File: src/rtl/rv_multicycle_controller.sv
// Multicycle RV32I control FSM (Moore): one datapath step per clock.
// Optional feature: define ILLEGAL_TRAP_EN to send illegal opcodes to a
// sticky TRAP state and expose the "illegal" output port.
module rv_multicycle_controller #(
  parameter int STATE_W = 4
) (
  input  logic               clk,
  input  logic               rst,
  input  logic [6:0]         op,
  input  logic [2:0]         funct3,
  input  logic               funct7b5,
  input  logic               zero,
  input  logic               neg,
  output logic               pcWrite,
  output logic               adrSrc,
  output logic               memWrite,
  output logic               irWrite,
  output logic               regWrite,
  output logic [1:0]         resultSrc,
  output logic [1:0]         aluSrcA,
  output logic [1:0]         aluSrcB,
  output logic [2:0]         aluControl,
  output logic [2:0]         immSrc,
  output logic               instr_done,
  output logic [STATE_W-1:0] dbg_state
`ifdef ILLEGAL_TRAP_EN
  ,
  output logic               illegal
`endif
);

  localparam logic [6:0] OP_LOAD  = 7'b0000011;
  localparam logic [6:0] OP_STORE = 7'b0100011;
  localparam logic [6:0] OP_R     = 7'b0110011;
  localparam logic [6:0] OP_I     = 7'b0010011;
  localparam logic [6:0] OP_BR    = 7'b1100011;
  localparam logic [6:0] OP_JAL   = 7'b1101111;
  localparam logic [6:0] OP_JALR  = 7'b1100111;
  localparam logic [6:0] OP_LUI   = 7'b0110111;

  typedef enum logic [STATE_W-1:0] {
    S_FETCH    = 4'd0,
    S_DECODE   = 4'd1,
    S_MEMADR   = 4'd2,
    S_MEMREAD  = 4'd3,
    S_MEMWB    = 4'd4,
    S_MEMWRITE = 4'd5,
    S_EXECR    = 4'd6,
    S_EXECI    = 4'd7,
    S_ALUWB    = 4'd8,
    S_BRANCH   = 4'd9,
    S_JAL      = 4'd10,
    S_JALR     = 4'd11,
    S_JALR2    = 4'd12,
    S_LUI      = 4'd13,
    S_TRAP     = 4'd14
  } state_t;

  state_t state, next_state;

  // Ungated enables; reset forces them low below so no partial write lands.
  logic pc_write_c, mem_write_c, ir_write_c, reg_write_c, done_c;

  // funct3 -> ALU operation; sub_en selects subtract for funct3=000.
  function automatic logic [2:0] alu_dec(input logic [2:0] f3, input logic sub_en);
    logic [2:0] res;
    case (f3)
      3'b000:  res = sub_en ? 3'b001 : 3'b000;
      3'b111:  res = 3'b010;
      3'b110:  res = 3'b011;
      3'b100:  res = 3'b100;
      3'b010:  res = 3'b101;
      default: res = 3'b000;
    endcase
    return res;
  endfunction

  // Branch condition evaluated from the ALU flags of rs1 - rs2.
  function automatic logic br_taken(input logic [2:0] f3, input logic z, input logic n);
    logic res;
    case (f3)
      3'b000:  res = z;
      3'b001:  res = ~z;
      3'b100:  res = n;
      3'b101:  res = ~n;
      default: res = 1'b0;
    endcase
    return res;
  endfunction

  // State register with asynchronous reset back to FETCH.
  always_ff @(posedge clk or posedge rst) begin
    if (rst) begin
      state <= S_FETCH;
    end else begin
      state <= next_state;
    end
  end

  // Next-state and Moore/flag-qualified control outputs.
  always_comb begin
    next_state  = S_FETCH;
    pc_write_c  = 1'b0;
    mem_write_c = 1'b0;
    ir_write_c  = 1'b0;
    reg_write_c = 1'b0;
    done_c      = 1'b0;
    adrSrc      = 1'b0;
    resultSrc   = 2'b00;
    aluSrcA     = 2'b00;
    aluSrcB     = 2'b00;
    aluControl  = 3'b000;
    immSrc      = 3'b000;
    case (state)
      S_FETCH: begin
        ir_write_c = 1'b1;
        pc_write_c = 1'b1;
        aluSrcB    = 2'b10;
        resultSrc  = 2'b10;
        next_state = S_DECODE;
      end
      S_DECODE: begin
        aluSrcA = 2'b01;
        aluSrcB = 2'b01;
        immSrc  = (op == OP_JAL) ? 3'b100 : 3'b010;
        case (op)
          OP_LOAD, OP_STORE: next_state = S_MEMADR;
          OP_R:              next_state = S_EXECR;
          OP_I:              next_state = S_EXECI;
          OP_BR:             next_state = S_BRANCH;
          OP_JAL:            next_state = S_JAL;
          OP_JALR:           next_state = S_JALR;
          OP_LUI:            next_state = S_LUI;
`ifdef ILLEGAL_TRAP_EN
          default:           next_state = S_TRAP;
`else
          default:           next_state = S_FETCH;
`endif
        endcase
      end
      S_MEMADR: begin
        aluSrcA    = 2'b10;
        aluSrcB    = 2'b01;
        immSrc     = (op == OP_STORE) ? 3'b001 : 3'b000;
        next_state = (op == OP_STORE) ? S_MEMWRITE : S_MEMREAD;
      end
      S_MEMREAD: begin
        adrSrc     = 1'b1;
        next_state = S_MEMWB;
      end
      S_MEMWB: begin
        resultSrc   = 2'b01;
        reg_write_c = 1'b1;
        done_c      = 1'b1;
        next_state  = S_FETCH;
      end
      S_MEMWRITE: begin
        adrSrc      = 1'b1;
        mem_write_c = 1'b1;
        done_c      = 1'b1;
        next_state  = S_FETCH;
      end
      S_EXECR: begin
        aluSrcA    = 2'b10;
        aluControl = alu_dec(funct3, funct7b5);
        next_state = S_ALUWB;
      end
      S_EXECI: begin
        aluSrcA    = 2'b10;
        aluSrcB    = 2'b01;
        aluControl = alu_dec(funct3, 1'b0);
        next_state = S_ALUWB;
      end
      S_ALUWB: begin
        reg_write_c = 1'b1;
        done_c      = 1'b1;
        next_state  = S_FETCH;
      end
      S_BRANCH: begin
        aluSrcA    = 2'b10;
        aluControl = 3'b001;
        pc_write_c = br_taken(funct3, zero, neg);
        done_c     = 1'b1;
        next_state = S_FETCH;
      end
      S_JAL: begin
        pc_write_c = 1'b1;
        aluSrcA    = 2'b01;
        aluSrcB    = 2'b10;
        next_state = S_ALUWB;
      end
      S_JALR: begin
        aluSrcA    = 2'b10;
        aluSrcB    = 2'b01;
        next_state = S_JALR2;
      end
      S_JALR2: begin
        pc_write_c = 1'b1;
        aluSrcA    = 2'b01;
        aluSrcB    = 2'b10;
        next_state = S_ALUWB;
      end
      S_LUI: begin
        aluSrcA    = 2'b11;
        aluSrcB    = 2'b01;
        immSrc     = 3'b011;
        next_state = S_ALUWB;
      end
      S_TRAP: begin
`ifdef ILLEGAL_TRAP_EN
        next_state = S_TRAP;
`else
        next_state = S_FETCH;
`endif
      end
      default: next_state = S_FETCH;
    endcase
  end

  assign pcWrite    = pc_write_c  & ~rst;
  assign memWrite   = mem_write_c & ~rst;
  assign irWrite    = ir_write_c  & ~rst;
  assign regWrite   = reg_write_c & ~rst;
  assign instr_done = done_c      & ~rst;
  assign dbg_state  = state;
`ifdef ILLEGAL_TRAP_EN
  assign illegal    = (state == S_TRAP);
`endif

endmodule

File: config.mk
export PLATFORM = sky130hd
export DESIGN_NAME = rv_multicycle_controller
export DESIGN_NICKNAME = d
export VERILOG_FILES = /design/src/rtl/rv_multicycle_controller.sv
export SDC_FILE = /design/constraint.sdc
export NUM_CORES = 1
export LEC_CHECK = 0
export ABC_AREA = 1
export ABC_CLOCK_PERIOD_IN_PS = 2009
export CAP_MARGIN = 15
export CORE_MARGIN = 5
export CORE_UTILIZATION = 38
export CTS_CLUSTER_SIZE = 30
export DETAILED_ROUTE_END_ITERATION = 7
export GPL_TIMING_DRIVEN = 0
export PLACE_DENSITY_LB_ADDON = 0.05
export SETUP_SLACK_MARGIN = 0.15
export SYNTH_ARGS = -nofsm -noshare
export SYNTH_HDL_FRONTEND = slang
export SYNTH_SLANG_ARGS = --single-unit
File: constraint.sdc
create_clock -name clk -period 2.01 [get_ports clk]
set_clock_uncertainty 0.05 [all_clocks]
set_input_delay 0.5025 -clock clk [delete_from_list [all_inputs] [get_ports clk]]
set_output_delay 0.5025 -clock clk [all_outputs]
set_load 0.02 [all_outputs]
==> impl_metrics.csv, run 1 <==
group,metric,value,unit
yosys,synth_fa_ha_area_frac,0,
yosys,synthMuxAreaShare,0,
run_status,lastStage,"5_1_grt",
yosys,yosysMostFrequentCell,"nand2_1",
yosys,ys_types,19,
cts,cts_buffers,3,
placement,place.gp.congestion,0.822,
die,start_util,0.392,
yosys,synth_compound_area_frac,0.0889,
yosys,synth-seq-area-share,0.174,
yosys,avgSynthCellArea,5.20,µm²
yosys,synth_top_area_frac,0.215,
placement,dp_slack,-0.896,ns
cts,ctsHoldBuffers,0,
yosys,synth_area_leaders,"nand2_1 (21%), dfrtp_1 (17%), nor2_1 (14%)",
run_status,firstError,"[ERROR DPL-0038] Utilization greater than 100%, impossible to legalize",
cts,clk_path_buf_depth,2,
die,fp-row-count,14,
yosys,synth_commonest_cells,"nand2_1 (33), nor2_1 (21), inv_1 (20)",
yosys,ys.flop_type,"dfrtp_1",
run_status,outcome,"stopped before the end",
yosys,synth_top_area_cell,"nand2_1",
placement,port_buffers,36,
global_route,grt_max_degree,7,
placement,hpwl,1510,µm
yosys,syn_nets,126,
cts,root_buffer,"clkbuf_4",
placement,dpl-instance-area,983,µm²
yosys,synth_simple_gate_area_share,0.586,
yosys,netlist_instances,111,
yosys,yosys_register_bits,4,
cts,htreeDepth,1,
yosys,synth_async_sr_flop_share,1.00,
timing,crit_endpoint,"pcWrite",
die,fp.dieH,49.0,µm
cts,clkSinkCount,4,
die,die_w,49.0,µm
yosys,synth_top_family_by_area,"simple AND/OR/NAND/NOR gates",
yosys,synth_area,577,µm²
placement,dp.cells,163,
yosys,synth-edff-count,0,
timing,worstEndpointType,"output port",
yosys,yosysWarnings,0,
yosys,synth_xor_area_frac,0.0152,
die,pin_count,37,
[cells by family after synthesis]
group,after synthesis
and+or+nand+nor,76
buffers and inverters,21
AOI/OAI and AO/OA,9
DFF,4
xor gates and xnor gates,1
[per-stage QoR]
stage / setup TNS [ns] / hold WS (ns) / util
2_1_floorplan: 0 / 0.219 / -
3_5_place_dp: -7.20 / 0.627 / 0.668
4_1_cts: 0 / 0.349 / 0.904
3_3_place_gp: -7.00 / 0.639 / 0.668
[repair_timing]
action | CTS
setup endpoints to repair | 20
resized for setup | 150
buffers inserted | 41
cloned | 0
pin swaps | 18
==> run 2: changes to the inputs <==
- CORE_AREA: default -> 5 5 66 68
- CORE_MARGIN: 5 -> default
- CORE_UTILIZATION: 38 -> default
- CTS_CLUSTER_SIZE: 30 -> default
- DIE_AREA: default -> 0 0 71 73
- PLACE_DENSITY_LB_ADDON: 0.05 -> 0.15
- SETUP_SLACK_MARGIN: 0.15 -> default
==> run 2 against run 1 <==
Effect of this change:
- synthesized cell count unchanged
- synthesized area unchanged
- the run now ends clean
==> impl_metrics.csv, run 2 <==
group,metric,value,unit
run_status,outcome,"finished, final reports clean",
yosys,syn_nets,126,
power_and_ir_drop,leakagePower,0.630,nW
finish,post-route-cell-area,0.00123,mm²
drt,viasPerCell,4.05,
timing,setup_violations,0,
timing,slew_viol_final,0,
cts,htreeDepth,1,
die,coreArea,0.00380,mm²
critical_path,crit_chain,"inv_1, nand2_4, nor2_4, or3_1, buf_2",
drt,dr.pass1.iters,4,
critical_path,critPathRequiredTime,1.46,ns
yosys,synth-edff-count,0,
critical_path,cpPeakStageDelay,0.38,ns
job,drv_cap,0,
finish,finalNetCount,189,
drt,routed-wl-met2,1420,µm
placement,dpl-instance-area,1000,µm²
placement,place.gp.congestion,0.827,
min_path,hold_class,"input pin to async pin",
power_and_ir_drop,power,0.898,mW
finish,utilization,0.324,
timing,tightest_slew,0.372,ns
drt,drc,0,
yosys,synth_area,577,µm²
critical_path,cp.arrival,1.44,ns
global_route,grt.overflow.total,0,
yosys,ys.flop_type,"dfrtp_1",
yosys,yosys_register_bits,4,
cts,cts_tree,"yes",
die,fp.dieH,73,µm
finish,final_common_cell,"nand2_1",
power_and_ir_drop,peakVddDrop,0.000236,V
cts,clkLatencyLatePin,0.22,ns
yosys,synth_commonest_cells,"nand2_1 (33), nor2_1 (21), inv_1 (20)",
drt,antenna_left,0,
cts,root_buffer,"clkbuf_8",
yosys,synth-seq-area-share,0.174,
critical_path,end_kind,"primary output",
global_route,grt_pass1_wl,4440,µm
finish,n_antenna_cell,0,
finish,area_delta_synth_final,113,%
die,start_util,0.152,
yosys,netlist_instances,111,
timing,max_slew_margin,0.750,
cts,clkTransAtPathRegs,0.03,ns
cts,ctsHoldBuffers,0,
critical_path,critPathKind,"register to primary output",
finish,largest_register_ffs,4,
critical_path,cp_max_fo,8,
drt,vias,898,
critical_path,critPathBufInv,2,
drt,wl_met1,999,µm
cts,cts_buffers,3,
yosys,avgSynthCellArea,5.20,µm²
drt,avgRoutedWirePerCell,11.7,µm
yosys,yosysWarnings,0,
die,fp-row-count,23,
global_route,gr-usage-all-layers,0.106,
yosys,synth_async_sr_flop_share,1.00,
cts,clk_path_buf_depth,2,
yosys,synth_top_area_frac,0.215,
critical_path,cp_top_family,"simple AND/OR/NAND/NOR gates",
critical_path,critPathLaunchType,"register",
drt,dr.first_iter.drc_count,18,
power_and_ir_drop,p_per_area,730,mW/mm²
cts,clkSinkCount,4,
global_route,first_global_vias,980,
timing,period_share,0.994,
drt,drt-total-wl,2600,µm
finish,final_cell_mix,"nand2_1 (26), buf_4 (25), nor2_1 (13), inv_1 (11), inv_2 (9)",
global_route,antenna_found_initial,0,
yosys,synth_top_area_cell,"nand2_1",
placement,hpwl,1790,µm
global_route,grt_max_degree,9,
timing,fmax,0.501,GHz
timing,period_minus_slack,2.00,ns
die,pin_count,37,
finish,drive_gt1_frac,0.523,
yosys,yosysMostFrequentCell,"nand2_1",
die,die_area,0.00518,mm²
yosys,ys_types,19,
timing,rsz0062_at_grt,"true",
die,die_w,71,µm
drt,dr_wl_met3,132,µm
critical_path,critPathSlowestCell,"dfrtp_1",
yosys,synth_area_leaders,"nand2_1 (21%), dfrtp_1 (17%), nor2_1 (14%)",
placement,port_buffers,36,
timing,hold_viol,0,
drt,top_layer_used,"met4",
[run 2: report_power, final]
| part | switching (mW) | leakage [nW] | internal [mW] | total, mW |
|---|---|---|---|---|
| registers | 0.0369 | 0.0490 | 0.0997 | 0.137 |
| clock network | 0.0400 | 0.0216 | 0.127 | 0.167 |
| logic | 0.364 | 0.560 | 0.230 | 0.594 |
| total | 0.441 | 0.630 | 0.458 | 0.898 |
[run 2: worst paths after layout]
check / from / to / slack, ns / depth (start not counted)
setup / recovery: dbg_state[3] / aluSrcA[0] / 0.01 / 5
hold / removal: rst / dbg_state[0] / 0.36 / 2
setup reg to reg: dbg_state[3] / dbg_state[2] / 0.72 / 6
hold reg to reg: dbg_state[2] / dbg_state[2] / 0.65 / 3
max in group asynchronous: rst / dbg_state[2] / 1.39 / 2
min in group clk: dbg_state[2] / dbg_state[2] / 0.65 / 3
[run 2: worst reg2reg max path: cells and delay by family (launching register included)]
kind / cells / cell delay (ns)
buffers and inverters: 2 / 0.29
AND/OR/NAND/NOR: 4 / 0.47
flip-flops: 1 / 0.40
[run 2: per-layer routing]
layer / vias to the layer above / global-route usage
li1: 471 / -
met1: 397 / 0.106
met2: 26 / 0.212
met3: 4 / 0.0207
met4: 0 / 0.0438
met5: - / 0
[run 2: logic make-up (layout without fill, tap and decap cells)]
group	Yosys count	in the layout	synth area share
AND/OR/NAND/NOR	76	76	0.586
AO/OA/AOI/OAI	9	9	0.0889
XOR/XNOR	1	1	0.0152
buffers and inverters	21	82	0.137
flip-flops	4	4	0.174
[run 2: layout make-up]
| cell class | count | area (µm²) |
|---|---|---|
| fill | 465 | 2570 |
| sequential | 4 | 104 |
| tap | 50 | 62.6 |
| clock buffer | 3 | 41.3 |
| multi-input combinational | 86 | 498 |
| timing repair buffer | 58 | 443 |
| inverter | 21 | 81.3 |
[run 2: per-stage QoR]
step | hold slack, ns | setup WS, ns | TNS (ns) | cells
6_report | 0.360 | 0.0125 | 0 | 222
5_1_grt | 0.392 | -0.0802 | -0.344 | 222
4_1_cts | 0.353 | -0.0146 | -0.0265 | 221
3_5_place_dp | 0.677 | -0.910 | -7.62 | 197
3_3_place_gp | 0.682 | -0.920 | -7.41 | 197
2_1_floorplan | 0.219 | 0.00558 | 0 | 111
[run 2: repair_timing]
item / in CTS / in global routing
gates resized for setup: 112 / 41
endpoints found under the hold margin: 0 / 0
setup endpoints to repair: 18 / 20
setup buffers: 21 / 1
pin swaps: 15 / 9
Power figures use the tool's default switching activity.
==> run 3: changes to the inputs <==
- ABC_CLOCK_PERIOD_IN_PS: 2009 -> default
- CORE_AREA: 5 5 66 68 -> 3 3 64 66
- CTS_CLUSTER_SIZE: default -> 16
- DIE_AREA: 0 0 71 73 -> 0 0 67 69
==> run 3 against run 2 <==
Effect of this change:
- the flow now finishes with violations (setup timing)
- sequential share of layout area shrank 1.2 points
- register-to-register slack lost 0.63 ns
- highest routed layer unchanged
- non-clock buffer count rose by 22
- combinational power rose by 16%
- hold slack got worse by 0.0068 ns
- critical path depth is 3 higher
- wire length rose by 4.3%
- largest cell class is now non-clock buffers
- utilization is 7.1 points higher
- maximum frequency shrank 1.6%
- critical endpoint is now immSrc[0]
==> impl_metrics.csv, run 3 (synthesis gave the netlist of run 2 again) <==
group,metric,value,unit
global_route,gr-usage-all-layers,0.118,
timing,tightest_slew,0.320,ns
power_and_ir_drop,leakagePower,0.758,nW
timing,slew_viol_final,0,
cts,clkTransAtPathRegs,0.03,ns
die,fp.dieH,69,µm
cts,clkSinkCount,4,
timing,period_minus_slack,2.03,ns
finish,largest_register_ffs,4,
finish,n_antenna_cell,0,
finish,area_delta_synth_final,149,%
global_route,grt_pass1_wl,4350,µm
die,die_w,67,µm
placement,port_buffers,36,
drt,dr.pass1.iters,4,
die,die_area,0.00462,mm²
timing,rsz0062_at_grt,"true",
die,fp-row-count,22,
global_route,antenna_found_initial,0,
critical_path,cp.arrival,1.48,ns
drt,vias,1014,
min_path,hold_class,"input pin to async pin",
finish,final_cell_mix,"buf_4 (48), nand2_1 (28), inv_2 (10), nor2_1 (10), inv_1 (9)",
placement,dp.cells,195,
die,pin_count,37,
timing,setup_violations,2,
cts,htreeDepth,1,
finish,final_common_cell,"buf_4",
placement,hpwl,1680,µm
global_route,first_global_vias,1062,
cts,root_buffer,"clkbuf_8",
critical_path,critPathLaunchType,"input pin",
critical_path,end_kind,"primary output",
finish,instances_no_fill,242,
cts,cts_buffers,3,
drt,viasPerCell,4.19,
timing,hold_viol,0,
critical_path,critPathRequiredTime,1.46,ns
drt,drc,0,
critical_path,r2r_start,"dbg_state[2]",
finish,multi_input_comb_area,524,µm²
power_and_ir_drop,p_per_area,692,mW/mm²
timing,worst_slack,-0.0200,ns
cts,ctsHoldBuffers,0,
run_status,violations,"setup timing",
timing,max_slew_margin,0.785,
finish,finalNetCount,211,
global_route,grt_max_degree,9,
finish,num-fill-cells,391,
finish,drive_gt1_frac,0.603,
critical_path,critPathKind,"input pin to primary output",
cts,cts_tree,"yes",
drt,dr.first_iter.drc_count,13,
power_and_ir_drop,peakVddDrop,0.000160,V
drt,avgRoutedWirePerCell,11.2,µm
placement,place.gp.congestion,0.811,
run_status,outcome,"complete, but fails checks",
finish,area.sequential,104,µm²
timing,fmax,0.493,GHz
drt,antenna_left,0,
critical_path,cp-startpoint,"op[1]",
global_route,grt.overflow.total,0,
cts,clk_path_buf_depth,2,
drt,drt-total-wl,2710,µm
die,coreArea,0.00363,mm²
critical_path,cp_max_fo,3,
timing,period_share,1.01,
job,drv_cap,0,
cts,clkLatencyLatePin,0.22,ns
timing,fin_setup_tns,-0.0206,ns
die,start_util,0.159,
[run 3: final timing paths]
path	endpoint	slack, ns	cells past startpoint
hold / removal	dbg_state[2]	0.35	2
max in group asynchronous	dbg_state[0]	1.39	2
hold reg to reg	dbg_state[2]	0.63	3
min in group clk	dbg_state[2]	0.63	3
setup reg to reg	dbg_state[2]	0.09	12
setup / recovery	immSrc[0]	-0.02	8
[run 3: power by group]
part / switching [mW] / leakage [nW] / internal (mW)
logic: 0.396 / 0.688 / 0.291
clock network: 0.0391 / 0.0216 / 0.127
registers: 0.0395 / 0.0490 / 0.0997
total: 0.474 / 0.758 / 0.518
[run 3: what timing repair did]
item,in CTS,in global routing
pin swaps,17,12
buffers inserted,39,5
resized for setup,120,42
setup endpoints to repair,18,18
[run 3: through the flow]
step           area [µm²]  total power, mW  hold WS (ns)   util  setup WS, ns
6_report             1440            0.993         0.353  0.395       -0.0200
5_1_grt              1440             1.06         0.397  0.395       -0.0757
4_1_cts              1350            0.925         0.368  0.372       -0.0266
3_5_place_dp          997            0.726         0.663  0.274        -0.898
3_3_place_gp          997            0.724         0.670  0.274        -0.912
2_1_floorplan         577            0.447         0.219      -       0.00558
[run 3: layout make-up]
class | instances | area share
clock buffer | 3 | 0.0288
inverter | 21 | 0.0584
multi-input combinational | 86 | 0.365
sequential | 4 | 0.0724
tap | 48 | 0.0418
timing repair buffer | 80 | 0.433
[run 3: metal layers]
layer / vias up / share of wire / track usage
li1: 513 / - / -
met1: 457 / 0.37 / 0.120
met2: 34 / 0.54 / 0.221
met3: 10 / 0.053 / 0.0195
met4: 0 / 0.039 / 0.0586
met5: - / 0 / 0
[run 3: critical path, stage by stage]
cell and delay (ns):
clkdlybuf4s15_1 0.17, nand2_2 0.08, nor3_4 0.21, nand2_2 0.09
nor2_2 0.12, nand2_1 0.09, nand2_1 0.09, buf_6 0.12
